--- src/rtl/device_info_regs.sv ---
// Device information register bank: read-only ID window, atomic 2-word uptime
// counter, saturating bad-access counter and a small writable scratch bank.
module device_info_regs #(
  parameter int DATA_WIDTH  = 32,
  parameter int ADDR_WIDTH  = 6,
  parameter int NUM_ID      = 8,
  parameter logic [NUM_ID*DATA_WIDTH-1:0] ID_VALUES = '0,
  parameter int NUM_SCRATCH = 4,
  parameter logic [31:0] DEAD_VALUE = 32'hdeadbeef
) (
  input  logic                  clk,
  input  logic                  reset,
  input  logic                  reg_req,
  output logic                  reg_ack,
  input  logic                  reg_rd_wr_L,
  input  logic [ADDR_WIDTH-1:0] reg_addr,
  input  logic [DATA_WIDTH-1:0] reg_wr_data,
  output logic [DATA_WIDTH-1:0] reg_rd_data
);

  localparam int unsigned ID_END    = NUM_ID;
  localparam int unsigned LO_ADDR   = NUM_ID;
  localparam int unsigned HI_ADDR   = NUM_ID + 1;
  localparam int unsigned BAD_ADDR  = NUM_ID + 2;
  localparam int unsigned SCR_BASE  = NUM_ID + 3;
  localparam int unsigned SCR_END   = NUM_ID + 3 + NUM_SCRATCH;
  localparam logic [DATA_WIDTH-1:0] DEAD_W = DATA_WIDTH'(DEAD_VALUE);

  if (DATA_WIDTH < 16) begin : g_bad_width
    $error("device_info_regs: DATA_WIDTH must be >= 16");
  end
  if (NUM_SCRATCH < 1) begin : g_bad_scratch
    $error("device_info_regs: NUM_SCRATCH must be >= 1");
  end
  if (longint'(NUM_ID) + 3 + longint'(NUM_SCRATCH) > (longint'(1) << ADDR_WIDTH)) begin : g_bad_map
    $error("device_info_regs: address map does not fit in ADDR_WIDTH");
  end

  logic [2*DATA_WIDTH-1:0] uptime;
  logic [DATA_WIDTH-1:0]   hi_shadow;
  logic [DATA_WIDTH-1:0]   bad_cnt;
  logic [DATA_WIDTH-1:0]   scratch [NUM_SCRATCH];
  logic                    req_acked;

  int unsigned             addr_u;
  logic                    is_id, is_lo, is_hi, is_bad_cnt, is_scratch;
  logic                    bad_access;
  logic [DATA_WIDTH-1:0]   rd_next;

  always_comb begin
    addr_u     = 32'(reg_addr);
    is_id      = addr_u < ID_END;
    is_lo      = addr_u == LO_ADDR;
    is_hi      = addr_u == HI_ADDR;
    is_bad_cnt = addr_u == BAD_ADDR;
    is_scratch = (addr_u >= SCR_BASE) && (addr_u < SCR_END);

    rd_next = DEAD_W;
    for (int unsigned i = 0; i < NUM_ID; i++) begin
      if (addr_u == i) rd_next = ID_VALUES[i*DATA_WIDTH +: DATA_WIDTH];
    end
    if (is_lo)      rd_next = uptime[DATA_WIDTH-1:0];
    if (is_hi)      rd_next = hi_shadow;
    if (is_bad_cnt) rd_next = bad_cnt;
    for (int unsigned i = 0; i < NUM_SCRATCH; i++) begin
      if (addr_u == SCR_BASE + i) rd_next = scratch[i];
    end

    bad_access = !(is_id || is_lo || is_hi || is_bad_cnt || is_scratch) ||
                 (!reg_rd_wr_L && (is_id || is_lo || is_hi));
  end

  always_ff @(posedge clk or posedge reset) begin
    if (reset) begin
      reg_ack     <= 1'b0;
      reg_rd_data <= '0;
      req_acked   <= 1'b0;
      uptime      <= '0;
      hi_shadow   <= '0;
      bad_cnt     <= '0;
      for (int unsigned i = 0; i < NUM_SCRATCH; i++) scratch[i] <= '0;
    end else begin
      uptime <= uptime + (2*DATA_WIDTH)'(1);
      if (reg_req && !req_acked) begin
        reg_ack   <= 1'b1;
        req_acked <= 1'b1;
        if (reg_rd_wr_L) begin
          reg_rd_data <= rd_next;
          // LO read latches the upper half from the same sample for an atomic pair
          if (is_lo) hi_shadow <= uptime[2*DATA_WIDTH-1:DATA_WIDTH];
        end else begin
          for (int unsigned i = 0; i < NUM_SCRATCH; i++) begin
            if (addr_u == SCR_BASE + i) scratch[i] <= reg_wr_data;
          end
        end
        if (!reg_rd_wr_L && is_bad_cnt) begin
          bad_cnt <= '0;
        end else if (bad_access && (bad_cnt != '1)) begin
          bad_cnt <= bad_cnt + DATA_WIDTH'(1);
        end
      end else if (reg_req) begin
        reg_ack <= 1'b0;
      end else begin
        reg_ack   <= 1'b0;
        req_acked <= 1'b0;
      end
    end
  end

endmodule

--- config.mk ---
export PLATFORM = sky130hd
export DESIGN_NAME = device_info_regs
export DESIGN_NICKNAME = d
export VERILOG_FILES = /design/src/rtl/device_info_regs.sv
export SDC_FILE = /design/constraint.sdc
export NUM_CORES = 1
export LEC_CHECK = 0
export ABC_AREA = 1
export CAP_MARGIN = 25
export CORE_MARGIN = 5
export CORE_UTILIZATION = 45
export CTS_BUF_LIST = sky130_fd_sc_hd__clkbuf_8
export CTS_CLUSTER_SIZE = 16
export DETAILED_ROUTE_END_ITERATION = 8
export PLACE_DENSITY = 0.72
export SLEW_MARGIN = 20
export SYNTH_ARGS = -nofsm -noshare
export SYNTH_HDL_FRONTEND = slang
export SYNTH_SLANG_ARGS = --single-unit
export TNS_END_PERCENT = 50
--- constraint.sdc ---
create_clock -name clk -period 11.3 [get_ports clk]
set_clock_uncertainty 0.2 [all_clocks]
set_input_delay 1.13 -clock clk [delete_from_list [all_inputs] [get_ports clk]]
set_output_delay 1.13 -clock clk [all_outputs]
set_load 0.05 [all_outputs]
==> flow_metrics.env <==
export IMPL_gr_total_overflow=0
export IMPL_cts_root_cell="clkbuf_8"
export IMPL_drtAntennaViolNets=0
export IMPL_hold_path_class="register to register"
export IMPL_finalCritPeriodShare_pct=32.05
export IMPL_routabilityCongestion=0.9707
export IMPL_rr_worst_depth=10
export IMPL_first_global_vias=13405
export IMPL_drt_wl_total_um=46060
export IMPL_share_clk_of_total_power_pct=44.3
export IMPL_post_dp_cell_area_um2=16410
export IMPL_place_worst_setup_slack_ps=6782
export IMPL_grt_usage_pct=24.20
export IMPL_mappedNetlistNets=2144
export IMPL_die_h_um=194.7
export IMPL_cts_setup_buffers=0
export IMPL_detailed_router_iteration_count_before_antenna_repair=5
export IMPL_worst_ep_required_time_ps=11640
export IMPL_reg2reg_to="bad_cnt[1]$_DFFE_PP0P_"
export IMPL_grt_start_max_net_pins=97
export IMPL_timing_critical_path_from="reg_addr[1]"
export IMPL_critical_path_cell_chain="clkdlybuf4s50_1 > buf_4 > nand2_4 > o211ai_2 > nand3_2 > nand2_2 > nand2_1 > nand2_1"
export IMPL_chipWidth_um=194.7
export IMPL_ctsLongestPathBuffers=3
export IMPL_timing_worst_setup_path_type="input port to register"
export IMPL_synthesized_instance_count=2100
export IMPL_post_route_min_period_ps=3621
export IMPL_timing_hold_violations_final=0
export IMPL_final_worst_path_setup_slack_ps=7679
export IMPL_via_per_inst=5.195
export IMPL_worst_path_largest_cell_delay_ps=800
export IMPL_ys_top_cells_by_area="dfrtp_1 (47%), nand2_1 (18%), inv_1 (6.4%)"
export IMPL_drcViolationCount=0
export IMPL_finalNetCount=2204
export IMPL_antenna_found_initial=0
export IMPL_clk_pin_slew_worst_paths_ps=60
export IMPL_post_synthesis_cell_type_count=32
export IMPL_cts_buffers_inserted=52
export IMPL_rsz_0062_raised_after_global_routing="false"
export IMPL_synth_area_per_cell_um2=7.312
export IMPL_max_cap_viol_count=0
export IMPL_power_per_cell_area_nw_per_um2=141.0
export IMPL_flow_area_growth_from_synthesis_pct=14.60
export IMPL_htreeDepth=2
export IMPL_timing_max_slew_rel_slack_pct=28.97
export IMPL_yosysTopAreaCell="dfrtp_1"
export IMPL_number_of_top_level_pins=75
export IMPL_timing_worst_slew_pin_value_ps=1063
export IMPL_yosysTopAreaCellShare_pct=47.26
export IMPL_cts_resized=0
export IMPL_core_area_um2=33620
export IMPL_critical_path_startpoint_type="input port"
export IMPL_seqPwrFrac_pct=45.2
export IMPL_timing_hold_ws_ps=275.1
export IMPL_clkLatencyLatePin_ps=660
export IMPL_synth_seq_cells=290
export IMPL_timing_critical_path_mode_cell="nand2_1"
export IMPL_holdBufCountCts=0
export IMPL_route_vias_total=13761
export IMPL_slew_viols_final=0
export IMPL_drt_wirelength_per_cell_um=17.39
export IMPL_r2r_setup_slack_ps=8310
export IMPL_clkSinkCount=290
export IMPL_critPathSlowestCell="nand2_2"
export IMPL_place_hpwl_um=32550
export IMPL_std_cell_rows=67
export IMPL_number_of_buffer_cells_added_on_primary_ports=74
export IMPL_cts_tree="built"
export IMPL_p_switching_mw=0.6864
export IMPL_num_antenna_cells=0
export IMPL_final_design_area_excluding_fillers_um2=17600
export IMPL_standby_leakage_power_nw=8.018
export IMPL_launch_point_of_the_worst_reg_to_reg_path="bad_cnt[0]$_DFFE_PP0P_"
export IMPL_clock_fmax_ghz=0.2762
export IMPL_share_of_synthesized_area_occupied_by_flip_flops_and_latches_pct=47.26
export IMPL_irDropWorstVdd_mv=0.1155
export IMPL_worstPathMaxFanout=34
export IMPL_totalNegativeSetupSlack_ps=0
export IMPL_initial_utilization_pct=45.68
export IMPL_status="finished, final reports clean"
export IMPL_power_switching_share_pct=27.67
export IMPL_drive_above_1_share_pct=6.497
export IMPL_power_share_combinational_pct=10.5
export IMPL_ys_warnings_count=0
export IMPL_cp_arrival_ps=3960
export IMPL_intPower_mw=1.794
export IMPL_grt_first_pass_wirelength_um=73860
export IMPL_setup_viol=0
export IMPL_fp_dieArea_um2=37920
export IMPL_dr_first_iter_drc_count=1270
export IMPL_cp_endpoint="bad_cnt[1]$_DFFE_PP0P_"
export IMPL_synth_cell_area_um2=15350
export IMPL_timing_critical_path_to_type="register"
-- cell type report --
type                    instances  area, um^2
clock inverters                22       177.7
inverters                     270        1021
fillers                      3240       16020
clock buffers                  73        1005
flip-flops and latches        290        7257
well taps                     448       560.5
repair buffers                 88       865.8
multi-input cells            1458        6710
-- cell families after synthesis --
group	synth area share [%]
compound gates	7.872
xor+xnor	3.537
fa+ha+maj	0.1629
buf+inv	9.200
flops	47.26
simple gates	31.97
-- placed cells by master, fill, tap and decap left out, types with 8 or more instances in the layout --
cell / Yosys / layout
nor3_1: 26 / 26
inv_1: 263 / 271
clkbuf_8: 0 / 73
nor2_4: 7 / 9
clkinv_2: 0 / 8
nor2_1: 190 / 189
o21ai_1: 81 / 81
o211ai_1: 24 / 24
xor2_1: 57 / 57
dfrtp_1: 290 / 290
nand3_1: 134 / 134
nand2_1: 733 / 733
clkdlybuf4s50_1: 0 / 74
nand4_1: 45 / 45
o21ai_0: 115 / 115
buf_4: 4 / 12
-- stage by stage --
stage | util, % | total power, mW | std cells
finish | 52.35 | 2.480 | 2649
global route | 52.35 | 2.576 | 2649
CTS | 52.32 | 2.501 | 2649
detailed placement | 48.81 | 1.399 | 2554
global placement | 48.67 | 1.393 | 2552
floorplan | - | 1.304 | 2100
-- state kept, by name, indices dropped and copies added (netlist names) --
signal and count:
req_acked 1, reg_rd_data 32, uptime 64, reg_ack 1
bad_cnt 32, hi_shadow 32, scratch 128
-- Yosys cell counts --
library cell	instances
a21oi_1	7
buf_2	37
buf_4	4
buf_6	4
clkbuf_1	37
dfrtp_1	290
ha_1	2
inv_1	263
inv_2	7
nand2_1	733
nand2_2	7
nand2_4	1
nand3_1	134
nand3_2	2
nand3b_1	3
nand4_1	45
nand4_2	1
nand4_4	2
nor2_1	190
nor2_2	7
nor2_4	7
nor3_1	26
nor3_2	4
nor3_4	2
nor3b_1	1
o211ai_1	24
o211ai_2	1
o21ai_0	115
o21ai_1	81
or2_1	1
xnor2_1	5
xor2_1	57
-- power by group through the flow --
stage	Clock (mW)	Sequential, mW	Combinational, mW
after floorplan	0	1.19	0.115
after global placement	0	1.14	0.256
after detailed placement	0	1.14	0.262
after CTS	1.12	1.12	0.262
after global routing	1.16	1.13	0.286
final	1.10	1.12	0.260
-- critical path: cells and delay by family --
family / cells / cell delay (ps)
AO/OA/AOI/OAI: 1 / 210
buffers and inverters: 2 / 840
AND/OR/NAND/NOR: 5 / 1750
-- metal layers --
metal,vias to the layer above,GRT usage (%),routed length [um]
met2,432,38.56,21190
met3,104,4.657,2601
met5,-,0,0
met4,0,9.531,1746
met1,6526,32.79,20520
li1,6699,-,-
-- worst min-delay path by stage --
stage                         startpoint                    to  slack [ps]  cells past startpoint
CTS                 uptime[62]$_DFF_PP0_  uptime[62]$_DFF_PP0_         270                      1
global route        uptime[62]$_DFF_PP0_  uptime[62]$_DFF_PP0_         300                      1
finish              uptime[62]$_DFF_PP0_  uptime[62]$_DFF_PP0_         280                      1
floorplan           uptime[62]$_DFF_PP0_  uptime[62]$_DFF_PP0_         240                      1
global placement    uptime[62]$_DFF_PP0_  uptime[62]$_DFF_PP0_         260                      1
detailed placement  uptime[62]$_DFF_PP0_  uptime[62]$_DFF_PP0_         260                      1
(Power assumes the default switching activity.)
